## config.mk

```make
export PLATFORM = sky130hd
export DESIGN_NAME = head_soccer_sprite_scheduler
export DESIGN_NICKNAME = d
export VERILOG_FILES = /design/src/rtl/head_soccer_sprite_scheduler.sv
export SDC_FILE = /design/constraint.sdc
export NUM_CORES = 1
export LEC_CHECK = 0
export CORE_ASPECT_RATIO = 1.75
export CORE_MARGIN = 5
export CORE_UTILIZATION = 48
export CTS_BUF_LIST = sky130_fd_sc_hd__clkbuf_16
export DETAILED_ROUTE_END_ITERATION = 16
export GPL_TIMING_DRIVEN = 0
export PLACE_DENSITY = 0.8
export SKIP_CTS_REPAIR_TIMING = 1
export SKIP_LAST_GASP = 1
export SLEW_MARGIN = 20
export SYNTH_ARGS = -nofsm -noshare
export SYNTH_HDL_FRONTEND = slang
export SYNTH_SLANG_ARGS = --single-unit
```

## constraint.sdc

```tcl
create_clock -name vga_clk -period 1.85 [get_ports vga_clk]
set_input_delay 0.4625 -clock vga_clk [delete_from_list [all_inputs] [get_ports vga_clk]]
set_output_delay 0.4625 -clock vga_clk [all_outputs]
set_load 0.05 [all_outputs]
```

## src/rtl/head_soccer_sprite_scheduler.sv

```systemverilog
// Frame-synchronous sprite update scheduler: round-robin admits game-logic updates
// into shadow registers, committed to live outputs at vblank start. Optional: HS_SCHED_CLAMP_EN.
module head_soccer_sprite_scheduler #(
  parameter int unsigned V_ACTIVE = 480,
  parameter int unsigned H_ACTIVE = 640,
  parameter int unsigned C1_X0    = 100,
  parameter int unsigned C1_Y0    = 380,
  parameter int unsigned C2_X0    = 500,
  parameter int unsigned C2_Y0    = 380,
  parameter int unsigned CHAR_S0  = 40,
  parameter int unsigned BALL_X0  = 320,
  parameter int unsigned BALL_Y0  = 200,
  parameter int unsigned BALL_S0  = 8
) (
  input  logic        vga_clk,
  input  logic        reset,
  input  logic [9:0]  DrawX,
  input  logic [9:0]  DrawY,
  input  logic [2:0]  req_valid,
  output logic [2:0]  req_ready,
  input  logic [29:0] req_x,
  input  logic [29:0] req_y,
  input  logic [29:0] req_s,
  output logic [9:0]  Char1X,
  output logic [9:0]  Char1Y,
  output logic [9:0]  Char1S,
  output logic [9:0]  Char2X,
  output logic [9:0]  Char2Y,
  output logic [9:0]  Char2S,
  output logic [9:0]  BallX,
  output logic [9:0]  BallY,
  output logic [9:0]  BallS,
  output logic        frame_tick,
  output logic [2:0]  pending
);

  localparam int unsigned CW   = 10;
  localparam int unsigned NREQ = 3;

  localparam logic [NREQ-1:0][CW-1:0] X_RST = {CW'(BALL_X0), CW'(C2_X0), CW'(C1_X0)};
  localparam logic [NREQ-1:0][CW-1:0] Y_RST = {CW'(BALL_Y0), CW'(C2_Y0), CW'(C1_Y0)};
  localparam logic [NREQ-1:0][CW-1:0] S_RST = {CW'(BALL_S0), CW'(CHAR_S0), CW'(CHAR_S0)};

  typedef enum logic {ACCEPT, COMMIT} state_t;

  state_t                    state;
  logic [1:0]                rr_ptr;
  logic                      vblank, vblank_d, vb_rise;
  logic [NREQ-1:0][CW-1:0]   sh_x, sh_y, sh_s;
  logic [NREQ-1:0][CW-1:0]   lv_x, lv_y, lv_s;
  logic [NREQ-1:0][CW-1:0]   in_x, in_y, in_s;
  logic [1:0]                o0, o1, o2, gnt_idx;
  logic                      gnt_vld;
  logic                      cfg_unused;

  // DrawX is carried for visibility only; H_ACTIVE matters only with clamping.
  assign cfg_unused = ^{DrawX, CW'(H_ACTIVE)};

  assign vblank  = (DrawY >= CW'(V_ACTIVE));
  assign vb_rise = vblank & ~vblank_d;

`ifdef HS_SCHED_CLAMP_EN
  // Saturate incoming values to the visible area and a 63-pixel max size.
  always_comb begin
    in_x = '0;
    in_y = '0;
    in_s = '0;
    for (int i = 0; i < NREQ; i++) begin
      in_x[i] = (req_x[i*CW +: CW] > CW'(H_ACTIVE - 1)) ? CW'(H_ACTIVE - 1) : req_x[i*CW +: CW];
      in_y[i] = (req_y[i*CW +: CW] > CW'(V_ACTIVE - 1)) ? CW'(V_ACTIVE - 1) : req_y[i*CW +: CW];
      in_s[i] = (req_s[i*CW +: CW] > CW'(63)) ? CW'(63) : req_s[i*CW +: CW];
    end
  end
`else
  assign in_x = req_x;
  assign in_y = req_y;
  assign in_s = req_s;
`endif

  // Round-robin search order starts just after the last winner.
  always_comb begin
    o0 = 2'd0;
    o1 = 2'd1;
    o2 = 2'd2;
    case (rr_ptr)
      2'd0: begin o0 = 2'd1; o1 = 2'd2; o2 = 2'd0; end
      2'd1: begin o0 = 2'd2; o1 = 2'd0; o2 = 2'd1; end
      default: begin o0 = 2'd0; o1 = 2'd1; o2 = 2'd2; end
    endcase
    gnt_vld = 1'b1;
    gnt_idx = o0;
    if (req_valid[o0])      gnt_idx = o0;
    else if (req_valid[o1]) gnt_idx = o1;
    else begin
      gnt_idx = o2;
      gnt_vld = req_valid[o2];
    end
  end

  assign req_ready = (state == ACCEPT && gnt_vld) ? (3'b001 << gnt_idx) : 3'b000;

  always_ff @(posedge vga_clk) begin
    if (reset) begin
      state      <= ACCEPT;
      rr_ptr     <= 2'd2;
      pending    <= '0;
      frame_tick <= 1'b0;
      vblank_d   <= 1'b1;
      sh_x       <= X_RST;
      sh_y       <= Y_RST;
      sh_s       <= S_RST;
      lv_x       <= X_RST;
      lv_y       <= Y_RST;
      lv_s       <= S_RST;
    end else begin
      vblank_d   <= vblank;
      frame_tick <= 1'b0;
      case (state)
        ACCEPT: begin
          if (gnt_vld) begin
            sh_x[gnt_idx]    <= in_x[gnt_idx];
            sh_y[gnt_idx]    <= in_y[gnt_idx];
            sh_s[gnt_idx]    <= in_s[gnt_idx];
            pending[gnt_idx] <= 1'b1;
            rr_ptr           <= gnt_idx;
          end
          if (vb_rise) begin
            state      <= COMMIT;
            frame_tick <= 1'b1;
          end
        end
        COMMIT: begin
          // Only slots with a fresh update move; the rest keep their live values.
          for (int i = 0; i < NREQ; i++) begin
            if (pending[i]) begin
              lv_x[i] <= sh_x[i];
              lv_y[i] <= sh_y[i];
              lv_s[i] <= sh_s[i];
            end
          end
          pending <= '0;
          state   <= ACCEPT;
        end
        default: state <= ACCEPT;
      endcase
    end
  end

  assign Char1X = lv_x[0];
  assign Char1Y = lv_y[0];
  assign Char1S = lv_s[0];
  assign Char2X = lv_x[1];
  assign Char2Y = lv_y[1];
  assign Char2S = lv_s[1];
  assign BallX  = lv_x[2];
  assign BallY  = lv_y[2];
  assign BallS  = lv_s[2];

endmodule

```

## After elaboration in Yosys (flattened, before gate mapping)

Cells that the tools add are included.

- Flip-flop bits (word level): 188
- Bits of input ports: 115
- Output and inout port bits: 97
- Logic and storage cells: 75

- Magnitude comparators: 6
- Eq/ne operators: 2
- Shift operators: 1
- Multiplexer cells: 31
- Bitwise gates (word level): 4
- Reductions and logical operators: 8

Operators by type and width:

| cell | number |
|---|---|
| 30-bit bitwise mux | 3 |
| 10-bit binary-select mux with 2-bit select | 3 |
| 10-bit 2-to-1 mux | 4 |
| 10-bit demux with 2-bit select | 1 |
| 2-bit by 3-bit less-than comparator with 1-bit output (second input constant) | 4 |
| 2-bit case mux with 2 select lines | 3 |
| 10-bit by 9-bit greater-or-equal comparator with 1-bit output (second input constant) | 1 |
| 2-bit AND reduction | 4 |
| 1-bit 2-to-1 mux | 7 |
| 1-bit binary-select mux with 2-bit select | 3 |
| 3-bit 2-to-1 mux | 2 |
| 3-bit case mux with 2 select lines | 1 |
| 2-bit 2-to-1 mux | 2 |
| 3-bit bitwise OR | 1 |
| 1-bit by 2-bit left shift with 3-bit output (first input constant) | 1 |
| 1-bit demux with 2-bit select | 1 |
| 2-bit by 1-bit == test with 1-bit output (second input constant) | 1 |
| 2-bit by 1-bit greater-or-equal comparator with 1-bit output (second input constant) | 1 |
| 1-bit logical AND | 2 |
| 2-bit zero test | 1 |
| 2-bit != test (second input constant) | 1 |
| 1-bit NOT | 2 |
| 1-bit case mux with 2 select lines | 1 |
| 2-bit OR reduction | 1 |
| 1-bit AND | 1 |

## Depth between registers and ports, before layout

Gate-level depths: netlist of the first run.

- Word-level depth: 13
- Gate-level depth with buffers: 7

## Worst setup path before layout of the first run

OpenSTA, ideal clock, no wires.

- Kind: reg2out
- Start point: register, netlist name frame_tick
- End point: output port req_ready[2]
- Data arrival time: 1.694 ns
- Slack: -0.307 ns
- Cell stages (with the launch flop): 4
- Path buffers: 1
- Cell sequence: dfxtp_1 -> nand2b_1 -> clkbuf_1 -> nor2_1

RTL lines:

| item | line | RTL |
|---|---|---|
| end, declared | 20 | `output logic [2:0] req_ready,` |

## Worst setup path in the final report of the first run

- Start point: register rr_ptr[1]
- End point: output port req_ready[0]

- Word-level cells in the longest chain between the ends: 8
- Elaborated cells between the ends (all ways): 18

RTL lines:

| item | line | RTL |
|---|---|---|
| start, declared | 47 | `logic [1:0] rr_ptr;` |
| start signal, assigned | 125 | `rr_ptr <= gnt_idx;` |
| 2-bit by 1-bit == test with 1-bit output or 2-bit zero test (tied branches) | 85 | `case (rr_ptr)` |
| 2-bit case mux with 2 select lines | 85 |  |
| 1-bit binary-select mux with 2-bit select (on tied branches) | 93, 96 |  |
| 1-bit 2-to-1 mux (on tied branches) | 93, 96 |  |
| 2-bit 2-to-1 mux or 1-bit 2-to-1 mux (tied branches) | 93 | `else if (req_valid[o1]) gnt_idx = o1;` |
| 2-bit 2-to-1 mux or 1-bit 2-to-1 mux (tied branches) | 92 | `if (req_valid[o0]) gnt_idx = o0;` |
| 1-bit by 2-bit left shift with 3-bit output or 1-bit logical AND (tied branches) | 100 | `assign req_ready = (state == ACCEPT && gnt_vld) ? (3'b001 << gnt_idx) : 3'b000;` |
| 3-bit 2-to-1 mux * | 100 |  |

Mark *: on every way between the ends. The rest lies on a longest branch, timed or not. The select of a mux whose other input is x is not followed.

==> impl_results.html, run 1 <==
<table>
<tr><th>Metric</th><th>Value</th></tr>
<tr><th colspan="2">Clocking</th></tr>
<tr><td>Inserted Clock Buffers</td><td>17</td></tr>
<tr><td>Clock root buffer</td><td>sky130_fd_sc_hd__clkbuf_16</td></tr>
<tr><td>Sinks on Clock Net</td><td>187</td></tr>
<tr><td>TritonCTS clock tree</td><td>built</td></tr>
<tr><td>Clock transition at path regs</td><td>roughly 70 ps</td></tr>
<tr><td>Clock latency at the later pin of the worst-skew pair</td><td>440 ps</td></tr>
<tr><td>Number of H-tree levels</td><td>4</td></tr>
<tr><td>Clk buf depth</td><td>2</td></tr>
<tr><th colspan="2">Floorplan</th></tr>
<tr><td>Row count</td><td>60</td></tr>
<tr><td>Die boundary width</td><td>a little over 100 um</td></tr>
<tr><td>Core ar.</td><td>15310 um^2</td></tr>
<tr><td>Starting utilization of the core area</td><td>48.40%</td></tr>
<tr><td>DIE HEIGHT</td><td>174.4 um</td></tr>
<tr><td>Total die area</td><td>18120 um^2</td></tr>
<tr><td>Ports</td><td>approximately 210</td></tr>
<tr><th colspan="2">STA</th></tr>
<tr><td>Min setup slack post-route</td><td>-264.8 ps</td></tr>
<tr><td>Headroom to the max-slew limit</td><td>48.60%</td></tr>
<tr><td>Setup repair after global routing missed its margin</td><td>yes</td></tr>
<tr><td>Final period demand of the worst path</td><td>around 2100 ps</td></tr>
<tr><td>Final worst-path cycle share</td><td>114.3%</td></tr>
<tr><td>Setup TNS</td><td>-683.2 ps</td></tr>
<tr><td>Max-slew violation count</td><td>0</td></tr>
<tr><td>Count of endpoints failing setup in the final report</td><td>3</td></tr>
<tr><td>Number of failing hold endpoints at the final stage</td><td>0</td></tr>
<tr><td>Clock Skew</td><td>9.462 ps</td></tr>
<tr><td>Measured slew at the worst slew-check pin</td><td>a little under 800 ps</td></tr>
<tr><td>F_max</td><td>0.4729 GHz</td></tr>
<tr><th colspan="2">Worst setup path</th></tr>
<tr><td>Most used cell, CP</td><td>sky130_fd_sc_hd__buf_8</td></tr>
<tr><td>CP required</td><td>~1400 ps</td></tr>
<tr><td>Instance count on the critical path</td><td>6</td></tr>
<tr><td>Delay of the slowest cell on the worst path</td><td>350 ps</td></tr>
<tr><td>Data arrival, critical path</td><td>between 1500 and 2000 ps</td></tr>
<tr><td>Worst-path fanout max</td><td>8</td></tr>
<tr><td>List of cells traversed by the critical path</td><td>buf_6 -&gt; nor2b_4 -&gt; a211o_4 -&gt; inv_6 -&gt; buf_8 -&gt; buf_8</td></tr>
<tr><td>Worst Reg2Reg Path Length in Cells</td><td>7</td></tr>
<tr><td>Type of element capturing the critical path</td><td>primary output</td></tr>
<tr><td>Cell with the largest stage delay on the worst path</td><td>sky130_fd_sc_hd__a211o_4</td></tr>
<tr><td>Number of buffers and inverters on the critical path</td><td>4</td></tr>
<tr><td>Start-to-end type of the worst setup path</td><td>reg -&gt; out</td></tr>
<tr><td>Largest delay contributor family on the critical path</td><td>buffers and inverters</td></tr>
<tr><td>CP startpoint kind</td><td>flip-flop</td></tr>
<tr><th colspan="2">Detailed routing</th></tr>
<tr><td>DRT Pass-1 Iters</td><td>7</td></tr>
<tr><td>Number of nets with antenna violations after detailed routing</td><td>0</td></tr>
<tr><td>Mean routed wirelength per cell</td><td>18.32 um</td></tr>
<tr><td>Number of remaining DRC errors</td><td>0</td></tr>
<tr><td>Total vias in the final route</td><td>just under 8000</td></tr>
<tr><td>Routed vias/inst</td><td>5.653</td></tr>
<tr><td>Routed wire length</td><td>24940 um</td></tr>
<tr><td>Iter 0 DRT Violations</td><td>472</td></tr>
<tr><th colspan="2">Logic synthesis</th></tr>
<tr><td>Avg Cell Area, Syn</td><td>7.910 um^2</td></tr>
<tr><td>Post-Syn Instances</td><td>937</td></tr>
<tr><td>Number of storage elements in the synthesis netlist</td><td>187</td></tr>
<tr><td>Proportion of synthesized chip area in sequential cells</td><td>50.51%</td></tr>
<tr><td>Unique cell type count in the Yosys netlist</td><td>31</td></tr>
<tr><td>Syn Nets</td><td>1052</td></tr>
<tr><td>Warnings from Yosys</td><td>0</td></tr>
<tr><td>Post-Synthesis Cell Area</td><td>7412 um^2</td></tr>
<tr><th colspan="2">Power</th></tr>
<tr><td>Total design power</td><td>between 9 and 10 mW</td></tr>
<tr><td>Total leakage power</td><td>4.983 nW</td></tr>
<tr><td>Worst IR drop on VDD</td><td>between 0.6 and 0.7 mV</td></tr>
<tr><td>Pwr dens</td><td>876.5 nW/um^2</td></tr>
<tr><th colspan="2">Global routing</th></tr>
<tr><td>Met2 usage</td><td>roughly 47%</td></tr>
<tr><td>Met1 Track Usage GR</td><td>27.64%</td></tr>
<tr><td>Overall fraction of global-route tracks in use</td><td>25.89%</td></tr>
<tr><td>Maximum number of pins on one net before global-route repair</td><td>21</td></tr>
<tr><td>Vias in the first global route</td><td>about 7500</td></tr>
<tr><td>Most used routing layer</td><td>met2</td></tr>
<tr><td>Initial antenna violation count</td><td>1</td></tr>
<tr><td>Fraction of met3 tracks used by global routing</td><td>~5.2%</td></tr>
<tr><td>Congestion Overflow GR</td><td>0</td></tr>
<tr><td>Wire length of the first global-routing pass</td><td>38120 um</td></tr>
<tr><th colspan="2">Run status</th></tr>
<tr><td>Outcome</td><td>finished, violations left</td></tr>
<tr><td>Violations in the final reports</td><td>negative setup slack</td></tr>
<tr><th colspan="2">Hold path</th></tr>
<tr><td>Worst hold-check path type</td><td>reg -&gt; reg</td></tr>
<tr><td>Hold Path Cell Cnt</td><td>1</td></tr>
<tr><th colspan="2">Place</th></tr>
<tr><td>Gpl congestion</td><td>0.8779</td></tr>
<tr><td>Cell count after placement</td><td>1318</td></tr>
<tr><td># port buffers</td><td>a little under 200</td></tr>
<tr><td>Post-detail-place hpwl</td><td>17940 um</td></tr>
<tr><td>Worst setup timing slack at the placement stage</td><td>-1129 ps</td></tr>
<tr><th colspan="2">Layout</th></tr>
<tr><td>Post-route non-filler standard cell count</td><td>1361</td></tr>
<tr><td>Ratio of cells with drive above 1 in the final layout</td><td>7.581%</td></tr>
<tr><td>Area delta synth-&gt;final</td><td>43.05%</td></tr>
<tr><td>Share of the core filled with cells in the final layout</td><td>between 60% and 70%</td></tr>
<tr><td>Number of nets in the layout</td><td>1276</td></tr>
<tr><th colspan="2">Run</th></tr>
<tr><td>Number of maximum-capacitance constraint violations</td><td>0</td></tr>
</table>
-- flip-flops by register name (all words and copies together) (netlist names) --
name / flops
BallY: 10
Char2S: 10
Char1S: 10
BallS: 10
Char2X: 10
Char1Y: 10
BallX: 10
vblank_d: 1
sh_s: 30
frame_tick: 1
Char2Y: 10
sh_x: 30
rr_ptr: 2
Char1X: 10
sh_y: 30
pending: 3
-- layer usage --
layer | vias up | wire length (um)
met5 | - | 0
met4 | 0 | 1262
met3 | 73 | 1416
met2 | 331 | 13110
met1 | 3591 | 9145
li1 | 3699 | -
-- cells by family after synthesis --
| kind of cell | count (synthesis) | synth area share (%) |
|---|---|---|
| flops | 187 | 50.51 |
| buf+inv | 95 | 5.520 |
| simple gates | 379 | 22.55 |
| compound gates | 276 | 21.42 |
-- cell usage in the layout (no fill, tap or decap), types with 11 or more instances in the layout --
cell                              instances
sky130_fd_sc_hd__dfxtp_1                184
sky130_fd_sc_hd__nor3_1                  24
sky130_fd_sc_hd__dlymetal6s2s_1          96
sky130_fd_sc_hd__o21ai_0                 33
sky130_fd_sc_hd__clkdlybuf4s50_1         96
sky130_fd_sc_hd__nand3_1                 75
sky130_fd_sc_hd__clkbuf_1                56
sky130_fd_sc_hd__o221a_1                 19
sky130_fd_sc_hd__a21o_1                  11
sky130_fd_sc_hd__nor4_1                  31
sky130_fd_sc_hd__a21oi_1                156
sky130_fd_sc_hd__a211oi_1                11
sky130_fd_sc_hd__buf_4                   11
sky130_fd_sc_hd__nor2_1                  33
sky130_fd_sc_hd__clkbuf_16               17
sky130_fd_sc_hd__buf_2                   17
sky130_fd_sc_hd__o21ai_1                 37
sky130_fd_sc_hd__nand2_1                196
-- final timing paths --
check | startpoint | to | slack (ps)
setup / recovery | rr_ptr[1] | req_ready[0] | -260
hold / removal | vblank_d | frame_tick | 390
setup reg to reg | rr_ptr[1] | sh_x[19] | 90
hold reg to reg | vblank_d | frame_tick | 390
-- stage by stage --
stage	cell area, um^2	hold slack [ps]
after floorplan	7417	375.2
after global placement	9602	380.6
after detailed placement	9602	386.3
after CTS	10200	396.3
after global routing	10600	404.4
final	10600	386.3
-- cell usage after synthesis --
library cell	instances	area [um^2]
sky130_fd_sc_hd__a211o_4	1	17.52
sky130_fd_sc_hd__a211oi_1	11	82.58
sky130_fd_sc_hd__a21o_1	11	82.58
sky130_fd_sc_hd__a21oi_1	157	785.8
sky130_fd_sc_hd__a22oi_1	1	7.510
sky130_fd_sc_hd__a41oi_1	1	8.760
sky130_fd_sc_hd__and2_1	3	18.77
sky130_fd_sc_hd__buf_1	3	11.26
sky130_fd_sc_hd__buf_2	17	85.08
sky130_fd_sc_hd__buf_4	4	30.03
sky130_fd_sc_hd__buf_6	2	22.52
sky130_fd_sc_hd__clkbuf_1	66	247.7
sky130_fd_sc_hd__clkinv_2	1	5.000
sky130_fd_sc_hd__dfxtp_1	187	3744
sky130_fd_sc_hd__inv_1	2	7.510
sky130_fd_sc_hd__nand2_1	196	735.7
sky130_fd_sc_hd__nand2b_1	6	37.54
sky130_fd_sc_hd__nand3_1	75	375.4
sky130_fd_sc_hd__nor2_1	37	138.9
sky130_fd_sc_hd__nor2b_1	5	31.28
sky130_fd_sc_hd__nor2b_4	1	13.76
sky130_fd_sc_hd__nor3_1	24	120.1
sky130_fd_sc_hd__nor4_1	31	193.9
sky130_fd_sc_hd__o21a_1	2	15.01
sky130_fd_sc_hd__o21ai_0	33	165.2
sky130_fd_sc_hd__o21ai_1	37	185.2
sky130_fd_sc_hd__o221a_1	19	214.0
sky130_fd_sc_hd__o22a_1	1	8.760
sky130_fd_sc_hd__o22ai_1	1	6.260
sky130_fd_sc_hd__o311ai_0	1	8.760
sky130_fd_sc_hd__or2_1	1	6.260
-- report_power, final --
| group | switching, mW | leakage (nW) | total, mW | internal (mW) |
|---|---|---|---|---|
| Sequential | 0.105 | 1.53 | 4.31 | 4.21 |
| Combinational | 0.754 | 3.16 | 1.31 | 0.553 |
| Clock | 1.84 | 0.295 | 3.67 | 1.83 |
-- final cells by class --
class / count / area (um^2)
fillers: 1249 / 4712
repair buffers: 205 / 2272
inverters: 3 / 16.27
plain buffers: 92 / 422.9
clock inverters: 15 / 176.4
diodes: 1 / 2.502
multi-input cells: 655 / 3304
clock buffers: 17 / 425.4
flip-flops and latches: 187 / 3750
well taps: 186 / 232.7
Power figures use the tool's default switching activity.
==> run 2, diff against run 1 <==
--- a/config.mk
+++ b/config.mk
@@ -10,7 +10,7 @@
 export CORE_UTILIZATION = 48
 export CTS_BUF_LIST = sky130_fd_sc_hd__clkbuf_16
 export DETAILED_ROUTE_END_ITERATION = 16
-export GPL_TIMING_DRIVEN = 0
+export GPL_TIMING_DRIVEN = 1
 export PLACE_DENSITY = 0.8
 export SKIP_CTS_REPAIR_TIMING = 1
 export SKIP_LAST_GASP = 1
==> run 2 against run 1 <==
Against the previous run:
- the flow still finishes with violations (negative setup slack)
- critical path depth decreased by 2
- wire length decreased by 12%
- total power about the same
- first-iteration DRC count decreased by 22%
- global-route usage decreased by 2.6 points
- critical path type unchanged
==> impl_results.html, run 2 (synthesis gave the netlist of run 1 again) <==
<table>
<tr><th>Metric</th><th>Value</th></tr>
<tr><th colspan="2">Run status</th></tr>
<tr><td>Outcome</td><td>finished, violations left (unchanged)</td></tr>
<tr><td>Violations in the final reports</td><td>negative setup slack (unchanged)</td></tr>
<tr><th colspan="2">Detailed routing</th></tr>
<tr><td>Iter 0 DRT Violations</td><td>370 (was 472)</td></tr>
<tr><td>Routed wire length</td><td>21980 um (was 24940 um)</td></tr>
<tr><td>Total vias in the final route</td><td>7385 (was 7694)</td></tr>
<tr><td>Number of nets with antenna violations after detailed routing</td><td>0 (unchanged)</td></tr>
<tr><td>Routed vias/inst</td><td>5.629 (was 5.653)</td></tr>
<tr><td>DRT Pass-1 Iters</td><td>5 (was 7)</td></tr>
<tr><td>Number of remaining DRC errors</td><td>0 (unchanged)</td></tr>
<tr><td>Mean routed wirelength per cell</td><td>16.76 um (was 18.32 um)</td></tr>
<tr><th colspan="2">Worst setup path</th></tr>
<tr><td>Largest delay contributor family on the critical path</td><td>flip-flops (was buffers and inverters)</td></tr>
<tr><td>CP required</td><td>1390 ps (about the same)</td></tr>
<tr><td>Worst Reg2Reg Path Length in Cells</td><td>7 (unchanged)</td></tr>
<tr><td>Start-to-end type of the worst setup path</td><td>reg -&gt; out (unchanged)</td></tr>
<tr><td>Type of element capturing the critical path</td><td>primary output (unchanged)</td></tr>
<tr><td>Delay of the slowest cell on the worst path</td><td>400 ps (was 350 ps)</td></tr>
<tr><td>Worst flop-to-flop path startpoint</td><td>rr_ptr[0] (was rr_ptr[1])</td></tr>
<tr><td>Worst setup path start</td><td>rr_ptr[1] (unchanged)</td></tr>
<tr><td>R2r endpoint</td><td>sh_s[22] (was sh_x[19])</td></tr>
<tr><td>Worst-path fanout max</td><td>6 (was 8)</td></tr>
<tr><td>Setup crit end</td><td>req_ready[0] (unchanged)</td></tr>
<tr><td>R2r setup slk</td><td>250 ps (was 90 ps)</td></tr>
<tr><td>Instance count on the critical path</td><td>4 (was 6)</td></tr>
<tr><td>CP startpoint kind</td><td>flip-flop (unchanged)</td></tr>
<tr><td>Number of buffers and inverters on the critical path</td><td>2 (was 4)</td></tr>
<tr><td>Data arrival, critical path</td><td>1440 ps (was 1650 ps)</td></tr>
<tr><td>Cell with the largest stage delay on the worst path</td><td>sky130_fd_sc_hd__dfxtp_4 (was sky130_fd_sc_hd__a211o_4)</td></tr>
<tr><td>List of cells traversed by the critical path</td><td>nor2_2 -&gt; a211o_4 -&gt; inv_4 -&gt; buf_12 (was buf_6 -&gt; nor2b_4 -&gt; a211o_4 -&gt; inv_6 -&gt; buf_8 -&gt; buf_8)</td></tr>
<tr><th colspan="2">Layout</th></tr>
<tr><td>Number of nets in the layout</td><td>1227 (was 1276)</td></tr>
<tr><td>Area of combinational cells with multiple inputs</td><td>3333 um^2 (was 3304 um^2)</td></tr>
<tr><td>Registers with the most flip-flops</td><td>sh_s x30, sh_x x30, sh_y x30 (unchanged)</td></tr>
<tr><td>Fill cell total of the finished layout</td><td>1291 (was 1249)</td></tr>
<tr><td>Commonest cells after routing, fill and taps aside</td><td>sky130_fd_sc_hd__nand2_1 (196), sky130_fd_sc_hd__dfxtp_1 (184), sky130_fd_sc_hd__a21oi_1 (156) (unchanged)</td></tr>
<tr><td>Area delta synth-&gt;final</td><td>38.57% (was 43.05%)</td></tr>
<tr><td>Sequential standard cell area</td><td>3755 um^2 (was 3750 um^2)</td></tr>
<tr><td>Ratio of cells with drive above 1 in the final layout</td><td>17.87% (was 7.581%)</td></tr>
<tr><td>Most common cell after layout, fill and taps aside</td><td>sky130_fd_sc_hd__nand2_1 (unchanged)</td></tr>
<tr><th colspan="2">Global routing</th></tr>
<tr><td>Congestion Overflow GR</td><td>0 (unchanged)</td></tr>
<tr><td>Vias in the first global route</td><td>7071 (was 7521)</td></tr>
<tr><td>Overall fraction of global-route tracks in use</td><td>23.27% (was 25.89%)</td></tr>
<tr><td>Maximum number of pins on one net before global-route repair</td><td>103 (was 21)</td></tr>
<tr><td>Initial antenna violation count</td><td>1 (unchanged)</td></tr>
<tr><td>Wire length of the first global-routing pass</td><td>34960 um (was 38120 um)</td></tr>
<tr><th colspan="2">Power</th></tr>
<tr><td>Total leakage power</td><td>4.041 nW (was 4.983 nW)</td></tr>
<tr><td>Worst IR drop on VDD</td><td>0.5944 mV (was 0.6255 mV)</td></tr>
<tr><td>Total design power</td><td>9.301 mW (was 9.293 mW)</td></tr>
<tr><td>Pwr dens</td><td>905.5 nW/um^2 (was 876.5 nW/um^2)</td></tr>
<tr><th colspan="2">Hold path</th></tr>
<tr><td>Hold Path Cell Cnt</td><td>3 (was 1)</td></tr>
<tr><td>Worst hold-check path type</td><td>in -&gt; reg (was reg -&gt; reg)</td></tr>
<tr><th colspan="2">Floorplan</th></tr>
<tr><td>Ports</td><td>212 (unchanged)</td></tr>
<tr><td>Core ar.</td><td>15310 um^2 (unchanged)</td></tr>
<tr><td>Total die area</td><td>18120 um^2 (unchanged)</td></tr>
<tr><td>Row count</td><td>60 (unchanged)</td></tr>
<tr><td>Starting utilization of the core area</td><td>48.40% (unchanged)</td></tr>
<tr><td>Die boundary width</td><td>103.9 um (unchanged)</td></tr>
<tr><td>DIE HEIGHT</td><td>174.4 um (unchanged)</td></tr>
<tr><th colspan="2">STA</th></tr>
<tr><td>Setup repair after global routing missed its margin</td><td>yes (unchanged)</td></tr>
<tr><td>Min setup slack post-route</td><td>-48.24 ps (was -264.8 ps)</td></tr>
<tr><td>Final period demand of the worst path</td><td>1898 ps (was 2115 ps)</td></tr>
<tr><td>Clock Skew</td><td>14.96 ps (was 9.462 ps)</td></tr>
<tr><td>Measured slew at the worst slew-check pin</td><td>729.7 ps (was 771.1 ps)</td></tr>
<tr><td>Worst slack on hold paths</td><td>379.7 ps (was 386.3 ps)</td></tr>
<tr><td>Max-slew violation count</td><td>0 (unchanged)</td></tr>
<tr><td>Final worst-path cycle share</td><td>102.6% (was 114.3%)</td></tr>
<tr><td>Count of endpoints failing setup in the final report</td><td>3 (unchanged)</td></tr>
<tr><td>Headroom to the max-slew limit</td><td>51.18% (was 48.60%)</td></tr>
<tr><td>Number of failing hold endpoints at the final stage</td><td>0 (unchanged)</td></tr>
<tr><td>F_max</td><td>0.5268 GHz (was 0.4729 GHz)</td></tr>
<tr><th colspan="2">Place</th></tr>
<tr><td>Post-detail-place hpwl</td><td>14780 um (was 17940 um)</td></tr>
<tr><td>Gpl congestion</td><td>0.8212 (was 0.8779)</td></tr>
<tr><td># port buffers</td><td>196 (was 195)</td></tr>
<tr><th colspan="2">Clocking</th></tr>
<tr><td>Clock root buffer</td><td>sky130_fd_sc_hd__clkbuf_16 (unchanged)</td></tr>
<tr><td>Number of H-tree levels</td><td>4 (unchanged)</td></tr>
<tr><td>Clock latency at the later pin of the worst-skew pair</td><td>430 ps (was 440 ps)</td></tr>
<tr><td>Inserted Clock Buffers</td><td>17 (unchanged)</td></tr>
<tr><td>Sinks on Clock Net</td><td>187 (unchanged)</td></tr>
<tr><td>Clk buf depth</td><td>2 (unchanged)</td></tr>
<tr><td>TritonCTS clock tree</td><td>built (unchanged)</td></tr>
<tr><td>Clock transition at path regs</td><td>70 ps (about the same)</td></tr>
<tr><th colspan="2">Run</th></tr>
<tr><td>Number of maximum-capacitance constraint violations</td><td>0 (unchanged)</td></tr>
</table>
==> run 2: cell types whose count changed in the layout (fill, tap and decap cells not counted), moves of 4 or more <==
cell                             previous run  this run
sky130_fd_sc_hd__buf_12                     0        17
sky130_fd_sc_hd__buf_2                     17         0
sky130_fd_sc_hd__buf_4                     11       131
sky130_fd_sc_hd__clkbuf_1                  56         0
sky130_fd_sc_hd__clkbuf_2                  10         0
sky130_fd_sc_hd__dlymetal6s2s_1            96         3
sky130_fd_sc_hd__nand2b_1                   6         2
==> run 2: area by class of cell <==
cell class	instances	area share, %
clock buffer	17	4.142
tap	186	2.266
timing repair buffer	248	22.73
multi-input combinational	655	32.45
sequential	187	36.56
inverter	3	0.1340
clock inverter	15	1.693
antenna	1	0.02436
==> run 2: worst reg2reg max path, stage by stage, from the launching register on <==
cell,delay (ps)
sky130_fd_sc_hd__dfxtp_4,390
sky130_fd_sc_hd__nand2b_2,170
sky130_fd_sc_hd__a21oi_4,80
sky130_fd_sc_hd__buf_4,150
sky130_fd_sc_hd__buf_4,160
sky130_fd_sc_hd__buf_12,150
sky130_fd_sc_hd__nor4_1,300
sky130_fd_sc_hd__nor3_1,90
==> run 2: stage by stage <==
stage	setup WS, ps	cell area, um^2	util [%]	setup TNS (ps)	instances
after floorplan	-81.13	7417	-	-81.13	937
after global placement	-374.4	9577	62.53	-25020	1278
after detailed placement	-403.4	9577	62.53	-26160	1278
after CTS	-323.0	10180	66.45	-943.5	1310
after global routing	-89.59	10270	67.07	-248.3	1312
final	-48.24	10270	67.07	-97.20	1312
==> run 2: routing by layer <==
layer  routed length, um  vias up  track usage, %
met5                   0        -               0
met4                 852        0           11.35
li1                    -     3594               -
met2               11600      256           41.80
met1                8253     3489           25.39
met3                1275       46           5.388
==> run 2: how the worst min path moves through the flow <==
stage | from | end
after CTS | reset | sh_y[12]
after floorplan | vblank_d | frame_tick
after global routing | reset | sh_y[12]
after global placement | vblank_d | frame_tick
after detailed placement | vblank_d | frame_tick
final | reset | sh_y[12]
==> run 2: power breakdown <==
part | switching (mW) | leakage, nW | total, mW | internal [mW]
clock network | 1.73 | 0.295 | 3.66 | 1.94
registers | 0.102 | 1.53 | 4.31 | 4.21
logic | 0.718 | 2.22 | 1.33 | 0.609
